### src/rtl/tcom_pulse_gen.sv
// Multi-channel strobe generator: per-channel periodic / one-shot / burst pulses with shadowed config.
// Optional sync_in realignment is built when PULSE_GEN_SYNC_EN is defined.
module tcom_pulse_gen #(
  parameter int N_CH  = 6,
  parameter int CNT_W = 10,
  parameter int CH_W  = (N_CH > 1) ? $clog2(N_CH) : 1
) (
  input  logic             clk,
  input  logic             resetn,
  input  logic             cfg_we,
  input  logic [CH_W-1:0]  cfg_ch,
  input  logic [CNT_W-1:0] cfg_period,
  input  logic [CNT_W-1:0] cfg_phase,
  input  logic [1:0]       cfg_mode,
  input  logic [CNT_W-1:0] cfg_count,
  input  logic [N_CH-1:0]  start,
  input  logic [N_CH-1:0]  stop,
  input  logic             sync_in,
  output logic [N_CH-1:0]  pulse,
  output logic [N_CH-1:0]  busy,
  output logic [N_CH-1:0]  done
);

  typedef enum logic [1:0] {IDLE = 2'd0, DELAY = 2'd1, RUN = 2'd2} state_t;

`ifdef PULSE_GEN_SYNC_EN
  logic sync_p0, sync_p1, sync_p2, realign_p3;

  // synchroniser p0/p1, edge history p2, registered rising edge p3
  always_ff @(posedge clk or negedge resetn) begin
    if (!resetn) begin
      sync_p0    <= 1'b0;
      sync_p1    <= 1'b0;
      sync_p2    <= 1'b0;
      realign_p3 <= 1'b0;
    end else begin
      sync_p0    <= sync_in;
      sync_p1    <= sync_p0;
      sync_p2    <= sync_p1;
      realign_p3 <= sync_p1 & ~sync_p2;
    end
  end
`else
  logic unused_sync;
  assign unused_sync = sync_in;
`endif

  for (genvar g = 0; g < N_CH; g++) begin : g_ch
    state_t           state_q, state_d;
    logic [CNT_W-1:0] cnt_q, cnt_d, left_q, left_d;
    logic [CNT_W-1:0] sh_period_q, sh_phase_q, sh_count_q;
    logic [1:0]       sh_mode_q;
    logic [CNT_W-1:0] nx_period, nx_phase, nx_count;
    logic [1:0]       nx_mode;
    logic [CNT_W-1:0] act_phase_q;
    logic [1:0]       act_mode_q;
    logic             wr, load, pulse_d, done_d;
    logic             pulse_q, done_q, busy_q;

    // A write landing on the copy edge must be the value transferred, so copies read through the write port.
    // Active period/count are consumed at copy time directly into cnt/left.
    assign wr        = cfg_we && (cfg_ch == CH_W'(g));
    assign nx_period = wr ? cfg_period : sh_period_q;
    assign nx_phase  = wr ? cfg_phase  : sh_phase_q;
    assign nx_count  = wr ? cfg_count  : sh_count_q;
    assign nx_mode   = wr ? cfg_mode   : sh_mode_q;

    always_comb begin
      state_d = state_q;
      cnt_d   = cnt_q;
      left_d  = left_q;
      load    = 1'b0;
      pulse_d = 1'b0;
      done_d  = 1'b0;
      case (state_q)
        IDLE: begin
          if (start[g]) begin
            load    = 1'b1;
            cnt_d   = nx_phase;
            left_d  = (nx_count == '0) ? CNT_W'(1) : nx_count;
            state_d = DELAY;
          end
        end
        DELAY, RUN: begin
          if (cnt_q == '0) begin
            pulse_d = 1'b1;
            load    = 1'b1;
            cnt_d   = nx_period;
            state_d = RUN;
            if (act_mode_q == 2'd1) begin
              state_d = IDLE;
              done_d  = 1'b1;
            end else if (act_mode_q == 2'd2) begin
              left_d = left_q - CNT_W'(1);
              if (left_q <= CNT_W'(1)) begin
                state_d = IDLE;
                done_d  = 1'b1;
              end
            end
          end else begin
            cnt_d = cnt_q - CNT_W'(1);
          end
        end
        default: state_d = IDLE;
      endcase
`ifdef PULSE_GEN_SYNC_EN
      if (realign_p3 && (state_q != IDLE)) begin
        state_d = DELAY;
        cnt_d   = act_phase_q;
        left_d  = left_q;
        load    = 1'b0;
        pulse_d = 1'b0;
        done_d  = 1'b0;
      end
`endif
      if (stop[g]) begin
        state_d = IDLE;
        cnt_d   = cnt_q;
        left_d  = left_q;
        load    = 1'b0;
        pulse_d = 1'b0;
        done_d  = 1'b0;
      end
    end

`ifndef PULSE_GEN_SYNC_EN
    logic unused_phase;
    assign unused_phase = ^act_phase_q;
`endif

    always_ff @(posedge clk or negedge resetn) begin
      if (!resetn) begin
        state_q     <= IDLE;
        cnt_q       <= '0;
        left_q      <= '0;
        sh_period_q <= '0;
        sh_phase_q  <= '0;
        sh_count_q  <= '0;
        sh_mode_q   <= '0;
        act_phase_q <= '0;
        act_mode_q  <= '0;
        pulse_q     <= 1'b0;
        done_q      <= 1'b0;
        busy_q      <= 1'b0;
      end else begin
        state_q <= state_d;
        cnt_q   <= cnt_d;
        left_q  <= left_d;
        pulse_q <= pulse_d;
        done_q  <= done_d;
        busy_q  <= (state_d != IDLE);
        if (wr) begin
          sh_period_q <= cfg_period;
          sh_phase_q  <= cfg_phase;
          sh_count_q  <= cfg_count;
          sh_mode_q   <= cfg_mode;
        end
        if (load) begin
          act_phase_q <= nx_phase;
          act_mode_q  <= nx_mode;
        end
      end
    end

    assign pulse[g] = pulse_q;
    assign done[g]  = done_q;
    assign busy[g]  = busy_q;
  end

endmodule
### config.mk
export PLATFORM = sky130hd
export DESIGN_NAME = tcom_pulse_gen
export DESIGN_NICKNAME = d
export VERILOG_FILES = /design/src/rtl/tcom_pulse_gen.sv
export SDC_FILE = /design/constraint.sdc
export NUM_CORES = 1
export LEC_CHECK = 0
export ABC_AREA = 1
export BUFFER_PORTS_ARGS = -buffer_cell sky130_fd_sc_hd__buf_2
export CAP_MARGIN = 20
export CORE_MARGIN = 3
export CORE_UTILIZATION = 54
export DETAILED_ROUTE_END_ITERATION = 10
export PLACE_DENSITY_LB_ADDON = 0.05
export SKIP_LAST_GASP = 1
export SLEW_MARGIN = 20
export SYNTH_ARGS = -nofsm -noshare
export SYNTH_HDL_FRONTEND = slang
export SYNTH_SLANG_ARGS = --single-unit
### constraint.sdc
create_clock -name clk -period 2.4 [get_ports clk]
set_clock_uncertainty 0.05 [all_clocks]
set_input_delay 0.48 -clock clk [delete_from_list [all_inputs] [get_ports clk]]
set_output_delay 0.48 -clock clk [all_outputs]
set_load 0.005 [all_outputs]
==> run_results.csv <==
group,metric,value,unit
timing,worst-slew-pin-transition,680,ps
clock_network,clk_transition_reported_paths,60,ps
setup_path,regToRegEndpoint,"g_ch[5].left_q[6]",
global_route,pin_count_of_the_biggest_net_entering_global_routing,58,
power_and_ir_drop,worst_ir_drop_vdd,0.765,mV
power_and_ir_drop,total_power,18600,uW
flow_run,number_of_max_cap_violations,0,
clock_network,insertion_delay,520,ps
synthesis,yosys_register_bits,354,
cells_and_area,layout.nets,2639,
global_route,first_global_vias,15200,
drt,top_layer,"met5",
status,status,"finished, final reports clean",
clock_network,clockBufferDepth,3,
power_and_ir_drop,intPower,12700,uW
worst_hold_path,hold_path_end,"g_ch[0].pulse_q",
clock_network,cts_repair_resize_count,0,
cells_and_area,drive_gt1_share,9.78,%
power_and_ir_drop,combPwrFrac,23.5,%
setup_path,startpoint_type,"register",
drt,final_antenna_net_count,0,
clock_network,cts.sinks,354,
clock_network,cts_made_buffers,40,
power_and_ir_drop,p_switching,5930,uW
synthesis,synth_cell_types,40,
cells_and_area,fillers,3088,
cells_and_area,syn_to_final_growth,12.5,%
setup_path,reg2regPathDepth,10,
drt,route.met3.wl,2740,um
drt,first_pass_iters,6,
worst_hold_path,min_delay_path_depth,2,
timing,hold_violations,0,
synthesis,syn_area,0.0186,mm^2
drt,finalWirelength,48000,um
timing,worst_slack,213,ps
global_route,grt_antenna_before_repair,3,
global_route,grt_use_total,26.8,%
floorplanning,die_w,192,um
timing,fin_setup_tns,0,ps
cells_and_area,commonest_non_fill_non_tap_cells_in_the_layout,"745 x sky130_fd_sc_hd__nand2_1, 354 x sky130_fd_sc_hd__dfrtp_1, 352 x sky130_fd_sc_hd__inv_1, 241 x sky130_fd_sc_hd__nor2_1, 209 x sky130_fd_sc_hd__o21ai_0",
drt,route.vias.total,16000,
setup_path,crit_path_end_kind,"register",
timing,finalMaxSlewViolations,0,
clock_network,clock_tree.htree_level_count,2,
timing,rsz_0062_raised_after_global_routing,"no",
timing,setup_viol_count_final,0,
power_and_ir_drop,power.share.switching,31.8,%
floorplanning,core_area,0.0338,mm^2
timing,timing.final.crit_period,2190,ps
global_route,grt_remaining_overflow,0,
clock_network,cts_tree,"done",
power_and_ir_drop,clockPowerShare,33.7,%
timing,period_share,91.1,%
floorplanning,num_io_pins,69,
floorplanning,dieHeight,192,um
floorplanning,floorplan.die_area,0.0367,mm^2
synthesis,synth_cells,2480,
floorplanning,rows,67,
clock_network,clock_tree.root_cell,"sky130_fd_sc_hd__clkbuf_16",
floorplanning,initial_core_util,55.1,%
timing,worst_hold_slack,90.1,ps
drt,detail_route.iter0.violations,983,
drt,wl_met2,21700,um
worst_hold_path,worst_hold_launch,"stop[0]",
setup_path,cp_data_arrival_time,2570,ps
power_and_ir_drop,leak_pwr,0.0109,uW
placement,postPlaceCellArea,0.0196,mm^2
placement,dp_worst_setup_slack,199,ps
drt,avgRoutedWirePerCell,15.8,um
placement,portbufs,67,
cells_and_area,fin_area,0.0209,mm^2
drt,drc,0,
placement,gp_routability_congestion,0.894,
drt,vias_per_cell,5.26,
timing,max-slew-margin-rel,54.6,%
cells_and_area,layout.cells.most_common,"sky130_fd_sc_hd__nand2_1",
setup_path,path_max_fanout,8,
synthesis,postSynthAreaPerCell,7.50,um^2
setup_path,setup.reg_to_reg.worst_slack,210,ps
setup_path,path_class,"register to register",
worst_hold_path,timing.hold.worst.class,"input port to register",
setup_path,worst_r2r_startpoint,"g_ch[5].cnt_q[0]",
global_route,grt_first_pass_wirelength,78600,um
synthesis,synth_fp_nets,2561,
placement,post-dp-hpwl,33000,um
timing,fmax,457,MHz
drt,drt-met1-wl,22600,um
synthesis,synth_seq_area_share,47.6,%
power_and_ir_drop,pwr-share-seq,42.8,%
synthesis,synth_warnings,0,
power_and_ir_drop,power.density_cell_area,890,mW/mm^2
setup_path,timing.critical_path.required,2780,ps
worst max-delay path, stage by stage, from the launching register on:
cell                      delay (ps)
sky130_fd_sc_hd__dfrtp_1         360
sky130_fd_sc_hd__inv_1           110
sky130_fd_sc_hd__ha_1            240
sky130_fd_sc_hd__nand3_2         110
sky130_fd_sc_hd__nor2_1          190
sky130_fd_sc_hd__nand2_1         150
sky130_fd_sc_hd__nand2_1         220
sky130_fd_sc_hd__nand3_2         200
sky130_fd_sc_hd__inv_1           260
sky130_fd_sc_hd__o21ai_0         130
sky130_fd_sc_hd__o21ai_0          90
synthesized netlist by cell type:
master,n,area (um^2)
sky130_fd_sc_hd__a21boi_0,5,37.5
sky130_fd_sc_hd__a21oi_1,92,460
sky130_fd_sc_hd__a21oi_2,1,8.76
sky130_fd_sc_hd__a22oi_1,1,7.51
sky130_fd_sc_hd__a31oi_1,15,93.8
sky130_fd_sc_hd__and2_1,2,12.5
sky130_fd_sc_hd__buf_1,1,3.75
sky130_fd_sc_hd__buf_2,29,145
sky130_fd_sc_hd__buf_4,22,165
sky130_fd_sc_hd__buf_6,7,78.8
sky130_fd_sc_hd__clkbuf_1,35,131
sky130_fd_sc_hd__clkinv_1,7,26.3
sky130_fd_sc_hd__dfrtp_1,354,8860
sky130_fd_sc_hd__ha_1,30,375
sky130_fd_sc_hd__inv_1,352,1320
sky130_fd_sc_hd__inv_2,2,7.51
sky130_fd_sc_hd__nand2_1,745,2800
sky130_fd_sc_hd__nand2_2,7,43.8
sky130_fd_sc_hd__nand2_4,1,11.3
sky130_fd_sc_hd__nand3_1,93,465
sky130_fd_sc_hd__nand3_2,3,30.0
sky130_fd_sc_hd__nand3_4,1,17.5
sky130_fd_sc_hd__nand3b_1,8,60.1
sky130_fd_sc_hd__nand4_1,19,119
sky130_fd_sc_hd__nor2_1,241,905
sky130_fd_sc_hd__nor2_2,6,37.5
sky130_fd_sc_hd__nor2_4,4,45.0
sky130_fd_sc_hd__nor3_1,20,100
sky130_fd_sc_hd__o211ai_1,24,180
sky130_fd_sc_hd__o211ai_2,1,12.5
sky130_fd_sc_hd__o21a_1,28,210
sky130_fd_sc_hd__o21ai_0,209,1050
sky130_fd_sc_hd__o21ai_1,37,185
sky130_fd_sc_hd__o21ai_2,6,52.6
sky130_fd_sc_hd__o221ai_1,2,17.5
sky130_fd_sc_hd__o22ai_1,1,6.26
sky130_fd_sc_hd__o31ai_1,4,30.0
sky130_fd_sc_hd__or2_2,27,169
sky130_fd_sc_hd__xnor2_1,12,105
sky130_fd_sc_hd__xor2_1,26,228
worst max-delay path by stage:
stage | end | start
floorplan | g_ch[5].act_mode_q[1] | g_ch[5].state_q[0]
global placement | g_ch[4].cnt_q[8] | cfg_ch[2]
detailed placement | g_ch[4].cnt_q[8] | cfg_ch[2]
CTS | g_ch[5].left_q[2] | g_ch[5].cnt_q[0]
global route | g_ch[1].left_q[1] | g_ch[1].cnt_q[0]
finish | g_ch[5].left_q[6] | g_ch[5].cnt_q[0]
flip-flops by register name, indices dropped and copies added, names as in the netlist, 12 cells and up:
signal            count
g_ch.cnt_q           60
g_ch.sh_period_q     60
g_ch.sh_count_q      60
g_ch.state_q         12
g_ch.left_q          60
g_ch.sh_mode_q       12
g_ch.act_mode_q      12
g_ch.sh_phase_q      60
per-layer routing:
| layer | vias to the layer above | global-route usage, % |
|---|---|---|
| met4 | 2 | 6.04 |
| li1 | 7919 | - |
| met1 | 7565 | 38.9 |
| met2 | 401 | 43.4 |
| met3 | 73 | 3.32 |
| met5 | - | 0 |
cells by family after synthesis:
logic type / share of synthesized area [%]
adders and majority gates: 2.02
xor gates and xnor gates: 1.79
DFF: 47.6
and+or+nand+nor: 25.9
buffers and inverters: 10.1
AOI/OAI and AO/OA: 12.6
layout make-up:
class | instances | area [um^2] | area share (%)
clock inverters | 9 | 120 | 0.574
repair buffers | 130 | 921 | 4.40
flip-flops and latches | 354 | 8860 | 42.3
multi-input cells | 1671 | 7870 | 37.6
well taps | 448 | 561 | 2.68
inverters | 361 | 1360 | 6.47
diodes | 1 | 2.50 | 0.0120
clock buffers | 61 | 1250 | 5.98
power by group through the flow:
stage / Clock, uW / Sequential, uW / Combinational [uW]
final: 6290 / 7970 / 4380
after global placement: 0 / 8010 / 4230
after global routing: 6670 / 8120 / 5090
after detailed placement: 0 / 8040 / 4350
after CTS: 6430 / 7950 / 4390
after floorplan: 0 / 7870 / 3270
timing repair:
action,CTS,global route
buffers inserted,0,0
hold buffers,1,0
setup endpoints to repair,0,0
hold endpoints to repair,45,0
through the flow:
| step | utilization, % | std cells |
|---|---|---|
| 4_1_cts | 62.0 | 3034 |
| 6_report | 62.0 | 3035 |
| 5_1_grt | 62.0 | 3035 |
| 3_3_place_gp | 57.9 | 2963 |
| 2_1_floorplan | - | 2480 |
| 3_5_place_dp | 57.9 | 2963 |
Note: power is estimated with default switching activity, not from simulation.
